$ cat src/rtl/pipe_ctrl.sv
// Pipeline sequencing controller for the five-stage CPU (F0, F1, R, X, W).
// Owns the PC, the per-stage valid bits and the per-stage writer tags. It detects
// read-after-write hazards at decode (replay), applies jump redirects from X and
// sequences halt through a one-cycle drain into a terminal halted state.
module pipe_ctrl #(
    parameter logic [15:0] RESET_PC = 16'h0000
) (
    input  logic        clk,
    input  logic        reset,
    output logic [15:0] pc,
    output logic [15:0] f0_pc,
    output logic [15:0] f1_pc,
    output logic        f0_valid,
    output logic        f1_valid,
    output logic        r_valid,
    output logic        x_valid,
    output logic        w_valid,
    output logic        r_load,
    input  logic [3:0]  d_src0,
    input  logic [3:0]  d_src1,
    input  logic        d_use0,
    input  logic        d_use1,
    input  logic        d_wen,
    input  logic [3:0]  d_waddr,
    input  logic        x_taken,
    input  logic [15:0] x_target,
    input  logic        x_halt,
    output logic        halted,
    output logic [15:0] retire_count
);

    localparam logic [1:0] StRun    = 2'd0;
    localparam logic [1:0] StDrain  = 2'd1;
    localparam logic [1:0] StHalted = 2'd2;

    logic [1:0]  state_q, state_d;
    logic [15:0] pc_q, pc_d;
    logic [15:0] f0_pc_q, f0_pc_d;
    logic [15:0] f1_pc_q, f1_pc_d;
    logic        f0_valid_q, f0_valid_d;
    logic        f1_valid_q, f1_valid_d;
    logic        r_valid_q, r_valid_d;
    logic        x_valid_q, x_valid_d;
    logic        w_valid_q, w_valid_d;
    logic        r_wen_q, r_wen_d;
    logic [3:0]  r_waddr_q, r_waddr_d;
    logic        x_wen_q, x_wen_d;
    logic [3:0]  x_waddr_q, x_waddr_d;
    logic        w_wen_q, w_wen_d;
    logic [3:0]  w_waddr_q, w_waddr_d;
    logic [15:0] retire_q, retire_d;

    logic run;
    logic halt_ev;
    logic redirect;
    logic hazard;
    logic hit0;
    logic hit1;

    // Jump targets are word aligned; the low bit of the target is discarded.
    logic unused_target_lsb;
    assign unused_target_lsb = x_target[0];

    // A register source collides with any live writer still ahead of the register-file
    // write, including W since that write only becomes readable on the following cycle.
    function automatic logic tag_hit(
        input logic [3:0] addr,
        input logic       rv, input logic rw, input logic [3:0] ra,
        input logic       xv, input logic xw, input logic [3:0] xa,
        input logic       wv, input logic ww, input logic [3:0] wa
    );
        return (rv & rw & (ra == addr)) |
               (xv & xw & (xa == addr)) |
               (wv & ww & (wa == addr));
    endfunction

    // Event decode for the current cycle; halt outranks redirect, both outrank hazard.
    always_comb begin
        run      = (state_q == StRun);
        halt_ev  = run & x_valid_q & x_halt;
        redirect = run & x_valid_q & x_taken & ~x_halt;
        hit0     = tag_hit(d_src0,
                           r_valid_q, r_wen_q, r_waddr_q,
                           x_valid_q, x_wen_q, x_waddr_q,
                           w_valid_q, w_wen_q, w_waddr_q);
        hit1     = tag_hit(d_src1,
                           r_valid_q, r_wen_q, r_waddr_q,
                           x_valid_q, x_wen_q, x_waddr_q,
                           w_valid_q, w_wen_q, w_waddr_q);
        // Register 0 is hardwired, so it can never be the subject of a hazard.
        hazard   = f1_valid_q &
                   ((d_use0 & (d_src0 != 4'd0) & hit0) |
                    (d_use1 & (d_src1 != 4'd0) & hit1));
        r_load   = f1_valid_q & ~hazard & ~redirect & ~halt_ev & run;
    end

    // Control FSM: RUN until a halt reaches X, one drain cycle, then halted for good.
    always_comb begin
        state_d = state_q;
        unique case (state_q)
            StRun:    if (halt_ev) state_d = StDrain;
            StDrain:  state_d = StHalted;
            StHalted: state_d = StHalted;
            default:  state_d = StHalted;
        endcase
    end

    // Fetch address and the PCs travelling with F0/F1.
    always_comb begin
        pc_d    = pc_q;
        f0_pc_d = f0_pc_q;
        f1_pc_d = f1_pc_q;
        if (run && !halt_ev) begin
            f0_pc_d = pc_q;
            f1_pc_d = f0_pc_q;
            if (redirect) begin
                pc_d = {x_target[15:1], 1'b0};
            end else if (hazard) begin
                // Refetch the stalled instruction from F1.
                pc_d = f1_pc_q;
            end else begin
                pc_d = pc_q + 16'd2;
            end
        end
    end

    // Stage valid bits; everything outside RUN (and on the halt edge) goes empty.
    always_comb begin
        f0_valid_d = 1'b0;
        f1_valid_d = 1'b0;
        r_valid_d  = 1'b0;
        x_valid_d  = 1'b0;
        w_valid_d  = 1'b0;
        if (run && !halt_ev) begin
            // r_load already folds in hazard and redirect squashing of F1.
            r_valid_d = r_load;
            x_valid_d = r_valid_q;
            w_valid_d = x_valid_q;
            if (!redirect && !hazard) begin
                f0_valid_d = 1'b1;
                f1_valid_d = f0_valid_q;
            end
        end
    end

    // Writer tags shadow the valid bits; a bubble entering R carries wen=0.
    always_comb begin
        r_wen_d   = 1'b0;
        r_waddr_d = 4'd0;
        x_wen_d   = 1'b0;
        x_waddr_d = 4'd0;
        w_wen_d   = 1'b0;
        w_waddr_d = 4'd0;
        if (run && !halt_ev) begin
            r_wen_d   = d_wen & r_load;
            r_waddr_d = d_waddr;
            x_wen_d   = r_wen_q;
            x_waddr_d = r_waddr_q;
            w_wen_d   = x_wen_q;
            w_waddr_d = x_waddr_q;
        end
    end

    // Retirement counter; wraps naturally at 16 bits.
    always_comb begin
        retire_d = retire_q;
        if (w_valid_q) begin
            retire_d = retire_q + 16'd1;
        end
    end

    // State registers with synchronous active-high reset.
    always_ff @(posedge clk) begin
        if (reset) begin
            state_q    <= StRun;
            pc_q       <= RESET_PC;
            f0_pc_q    <= 16'd0;
            f1_pc_q    <= 16'd0;
            f0_valid_q <= 1'b0;
            f1_valid_q <= 1'b0;
            r_valid_q  <= 1'b0;
            x_valid_q  <= 1'b0;
            w_valid_q  <= 1'b0;
            r_wen_q    <= 1'b0;
            r_waddr_q  <= 4'd0;
            x_wen_q    <= 1'b0;
            x_waddr_q  <= 4'd0;
            w_wen_q    <= 1'b0;
            w_waddr_q  <= 4'd0;
            retire_q   <= 16'd0;
        end else begin
            state_q    <= state_d;
            pc_q       <= pc_d;
            f0_pc_q    <= f0_pc_d;
            f1_pc_q    <= f1_pc_d;
            f0_valid_q <= f0_valid_d;
            f1_valid_q <= f1_valid_d;
            r_valid_q  <= r_valid_d;
            x_valid_q  <= x_valid_d;
            w_valid_q  <= w_valid_d;
            r_wen_q    <= r_wen_d;
            r_waddr_q  <= r_waddr_d;
            x_wen_q    <= x_wen_d;
            x_waddr_q  <= x_waddr_d;
            w_wen_q    <= w_wen_d;
            w_waddr_q  <= w_waddr_d;
            retire_q   <= retire_d;
        end
    end

    assign pc           = pc_q;
    assign f0_pc        = f0_pc_q;
    assign f1_pc        = f1_pc_q;
    assign f0_valid     = f0_valid_q;
    assign f1_valid     = f1_valid_q;
    assign r_valid      = r_valid_q;
    assign x_valid      = x_valid_q;
    assign w_valid      = w_valid_q;
    assign halted       = (state_q == StHalted);
    assign retire_count = retire_q;

endmodule

$ cat config.mk
export PLATFORM = sky130hd
export DESIGN_NAME = pipe_ctrl
export DESIGN_NICKNAME = d
export VERILOG_FILES = /design/src/rtl/pipe_ctrl.sv
export SDC_FILE = /design/constraint.sdc
export NUM_CORES = 1
export LEC_CHECK = 0
export ABC_AREA = 1
export BUFFER_PORTS_ARGS = -buffer_cell sky130_fd_sc_hd__buf_4
export CAP_MARGIN = 0
export CORE_MARGIN = 3
export CORE_UTILIZATION = 30
export CTS_CLUSTER_SIZE = 20
export DETAILED_ROUTE_END_ITERATION = 6
export RECOVER_POWER = 25
export SYNTH_ARGS = -nofsm -noshare
export SYNTH_HDL_FRONTEND = slang
export SYNTH_SLANG_ARGS = --single-unit
$ cat constraint.sdc
create_clock -name clk -period 2.2 [get_ports clk]
set_input_delay 0.22 -clock clk [delete_from_list [all_inputs] [get_ports clk]]
set_output_delay 0.22 -clock clk [all_outputs]
set_load 0.01 [all_outputs]
==> impl_metrics.csv <==
group,metric,value,unit
status,outcome,"finished clean",
setup_path,cp_common_cell,"nand2_1",
timing,setup_ws,0.259,ns
synth,synth_top_family_by_area,"simple AND/OR/NAND/NOR gates",
setup_path,timing.critical_path.buf_inv,3,
timing,setup_tns,0,ns
synth,ys_seq_area_share,41.8,%
synth,syn_area,4120,µm²
power_and_ir_drop,max-vdd-ir-drop,0.000449,V
global_routing,antenna_found_initial,0,
clocking,path_clk_slew,0.06,ns
setup_path,r2r_cells,12,
run,cap_violations,0,
place,dp_hpwl,7930,µm
global_routing,grt_util_all_layers,14.9,%
setup_path,startpoint,"r_waddr_q[0]",
floorplan,dieArea,15200,µm²
place,portBuffers,104,
place,dp_slack,0.303,ns
clocking,cts_tree,"built",
clocking,cts_made_buffers,9,
timing,worst_slew_pin_slew,1.35,ns
floorplan,coreArea,13300,µm²
timing,rsz0062_at_grt,"no",
timing,fin_crit,1.94,ns
setup_path,reg2reg_slack,0.34,ns
synth,synthSimpleGateAreaFrac,28.8,%
synth,syn_inst,616,
setup_path,crit_chain,"inv_1 > nand2_1 > nand2_1 > nor2_1 > nand3_1 > nand3_2 > nand2_2 > nand2_4 > nor2_1 > nand2_1 > inv_1 > buf_4",
min_path,min_path_type,"primary input to register",
synth,synth_compound_area_share,14.6,%
power_and_ir_drop,power.density,688,nW/µm²
setup_path,r2r-start,"pc[1]",
route,drtIter0Drc,177,
setup_path,critPathKind,"register to output pin",
synth,synthAdderAreaFrac,0.608,%
synth,synth.area.mux_share,0,%
synth,yosys_warnings,0,
setup_path,crit_slowest_cell,"dfxtp_1",
clocking,cts_root_buffer,"clkbuf_16",
clocking,htreeDepth,3,
synth,ys_types,30,
floorplan,die_w,123,µm
route,drc,0,
route,routedWlPerCell,12.3,µm
synth,syn_nets,653,
route,ant_nets,0,
floorplan,io-pin-count,106,
synth,synthXorXnorAreaFrac,2.13,%
setup_path,critPathTopFamily,"simple AND/OR/NAND/NOR gates",
global_routing,grt_pass1_vias,3528,
timing,hold_viol_final,0,
clocking,cts.hold.buffers_added,0,
timing,period_share,88.2,%
floorplan,die_height,123,µm
layout,area_delta_synth_final,28.6,%
global_routing,grt_max_degree,44,
timing,fmaxAchievable,0.515,GHz
route,first_pass_iters,4,
setup_path,cp-start-kind,"register",
layout,fillers,1505,
setup_path,cp_slowest_stage_delay,0.35,ns
global_routing,grt_pass1_wl,17400,µm
global_routing,gr-total-overflow,0,
timing,clock_skew,0.00884,ns
timing,maxSlewHeadroom,9.92,%
setup_path,arrival,1.72,ns
setup_path,cp_max_fo,7,
setup_path,rr_endpoint,"pc[15]",
setup_path,crit_end,"r_load",
synth,avgSynthCellArea,6.68,µm²
layout,drive_above_1_share,16.4,%
route,num_vias,3949,
clocking,clockBufferDepth,2,
floorplan,start_util,30.8,%
place,gp_congestion,0.853,
route,routed_via_density,4.39,
timing,drv_slew,0,
clocking,insertion_delay,0.34,ns
timing,setup_viol,0,
floorplan,rows,42,
synth,ys_ff_latch,86,
layout,finalNetCount,756,
setup_path,endpoint_kind,"output pin",
setup_path,cp.depth,12,
layout,antenna_cells,0,
setup_path,critPathRequiredTime,1.98,ns
route,wirelength,11000,µm
clocking,clock_sinks,86,
power_and_ir_drop,leakage,2.29,nW
[cell usage after synthesis]
master / count / share of area [%]
nand2_1: 151 / 14
inv_1: 98 / 8.9
dfxtp_1: 86 / 42
a21oi_1: 61 / 7.4
nor2_1: 59 / 5.4
nand3_1: 44 / 5.4
o21ai_0: 36 / 4.4
clkbuf_1: 16 / 1.5
nor3_1: 8 / 0.97
inv_2: 6 / 0.55
o22ai_1: 6 / 0.91
o21ai_2: 5 / 1.1
xnor2_1: 5 / 1.1
xor2_1: 5 / 1.1
nand4_1: 3 / 0.46
nor3_2: 3 / 0.73
buf_2: 2 / 0.24
buf_6: 2 / 0.55
ha_1: 2 / 0.61
nand2_2: 2 / 0.30
nand2_4: 2 / 0.55
nand3_2: 2 / 0.49
nor2_2: 2 / 0.30
nor3b_1: 2 / 0.36
o21a_1: 2 / 0.36
o21ai_1: 2 / 0.24
a21oi_2: 1 / 0.21
buf_4: 1 / 0.18
clkinv_1: 1 / 0.091
nor4_1: 1 / 0.15
[worst min-delay path by stage]
stage                          start           end  cells past startpoint
after floorplan           d_waddr[0]  r_waddr_q[0]                      2
after global placement       x_wen_q       w_wen_q                      2
after detailed placement     r_wen_q       x_wen_q                      2
after CTS                 d_waddr[1]  r_waddr_q[1]                      3
after global routing      d_waddr[1]  r_waddr_q[1]                      3
final                     d_waddr[3]  r_waddr_q[3]                      3
[per-stage QoR]
step	std cells	power (W)	hold WS, ns	util, %	area (µm²)
after CTS	898	0.00371	0.0800	40.5	5400
final	900	0.00364	0.0931	39.7	5290
after floorplan	616	0.00184	0.332	-	4120
after global routing	900	0.00381	0.0895	39.7	5290
after detailed placement	882	0.00199	0.422	38.0	5070
after global placement	882	0.00199	0.421	38.0	5070
[layout make-up]
type	instances	area, µm²	area share, %
Sequential cell	86	1720	32.5
Multi-Input combinational cell	404	1900	35.9
Clock inverter	5	81.3	1.54
Timing Repair Buffer	113	721	13.6
Inverter	105	398	7.52
Tap cell	176	220	4.16
Clock buffer	11	253	4.77
[cell families after synthesis]
family | Yosys count
AND/OR/NAND/NOR | 279
buffers and inverters | 126
AO/OA/AOI/OAI | 113
flip-flops | 86
XOR/XNOR | 10
adder cells (fa/ha/maj) | 2
[layer usage]
metal / share of wire, % / track usage, %
met1: 48 / 19.3
met2: 45 / 23.6
met3: 5.9 / 5.03
met4: 1.2 / 4.15
met5: 0 / 0
[where the power goes]
group | switching [W] | total (W) | internal (W) | leakage (nW)
logic | 0.000175 | 0.000305 | 0.000129 | 1.44
clock network | 0.000642 | 0.00170 | 0.00106 | 0.162
registers | 0.0000384 | 0.00164 | 0.00160 | 0.698
total | 0.000856 | 0.00364 | 0.00279 | 2.29
[placed cells by master, fill, tap and decap left out, drive strengths merged]
master    netlist  layout
nand2         155     155
inv           104     103
dfxtp          86      86
buf             5      78
a21oi          62      62
nor2           61      61
nand3          46      46
clkbuf         16      46
o21ai          43      43
nor3           11      11
o22ai           6       6
xnor2           5       5
xor2            5       5
nand4           3       3
clkinv          1       3
o21a            2       2
clkinvlp        0       2
nor3b           2       2
ha              2       2
bufinv          0       2
nor4            1       1
[worst reg2reg max path, cell delays in order (launching register included)]
cell and delay (ns):
dfxtp_1 0.44, ha_1 0.21, nand2_1 0.07, inv_2 0.09, nand2_2 0.07, inv_2 0.07
nand3_1 0.10, nor3_1 0.26, xor2_1 0.19, nand2_1 0.07, nand3_1 0.07, nand2_1 0.05
a21oi_1 0.10
[sequential cells by signal, summed over array words and instances (netlist names)]
name and flops:
pc 16, f1_valid 1, r_waddr_q 4, x_waddr_q 4, f0_valid 1, retire_count 16
r_valid 1, state_q 2, x_valid 1, w_valid 1, x_wen_q 1, f1_pc 16
w_wen_q 1, f0_pc 16, r_wen_q 1, w_waddr_q 4
[what timing repair did]
item	4_1_cts	5_1_grt
setup endpoints to repair	0	1
buffers inserted	0	2
resized for setup	0	1
No activity file was read; power rests on OpenSTA's default activity.
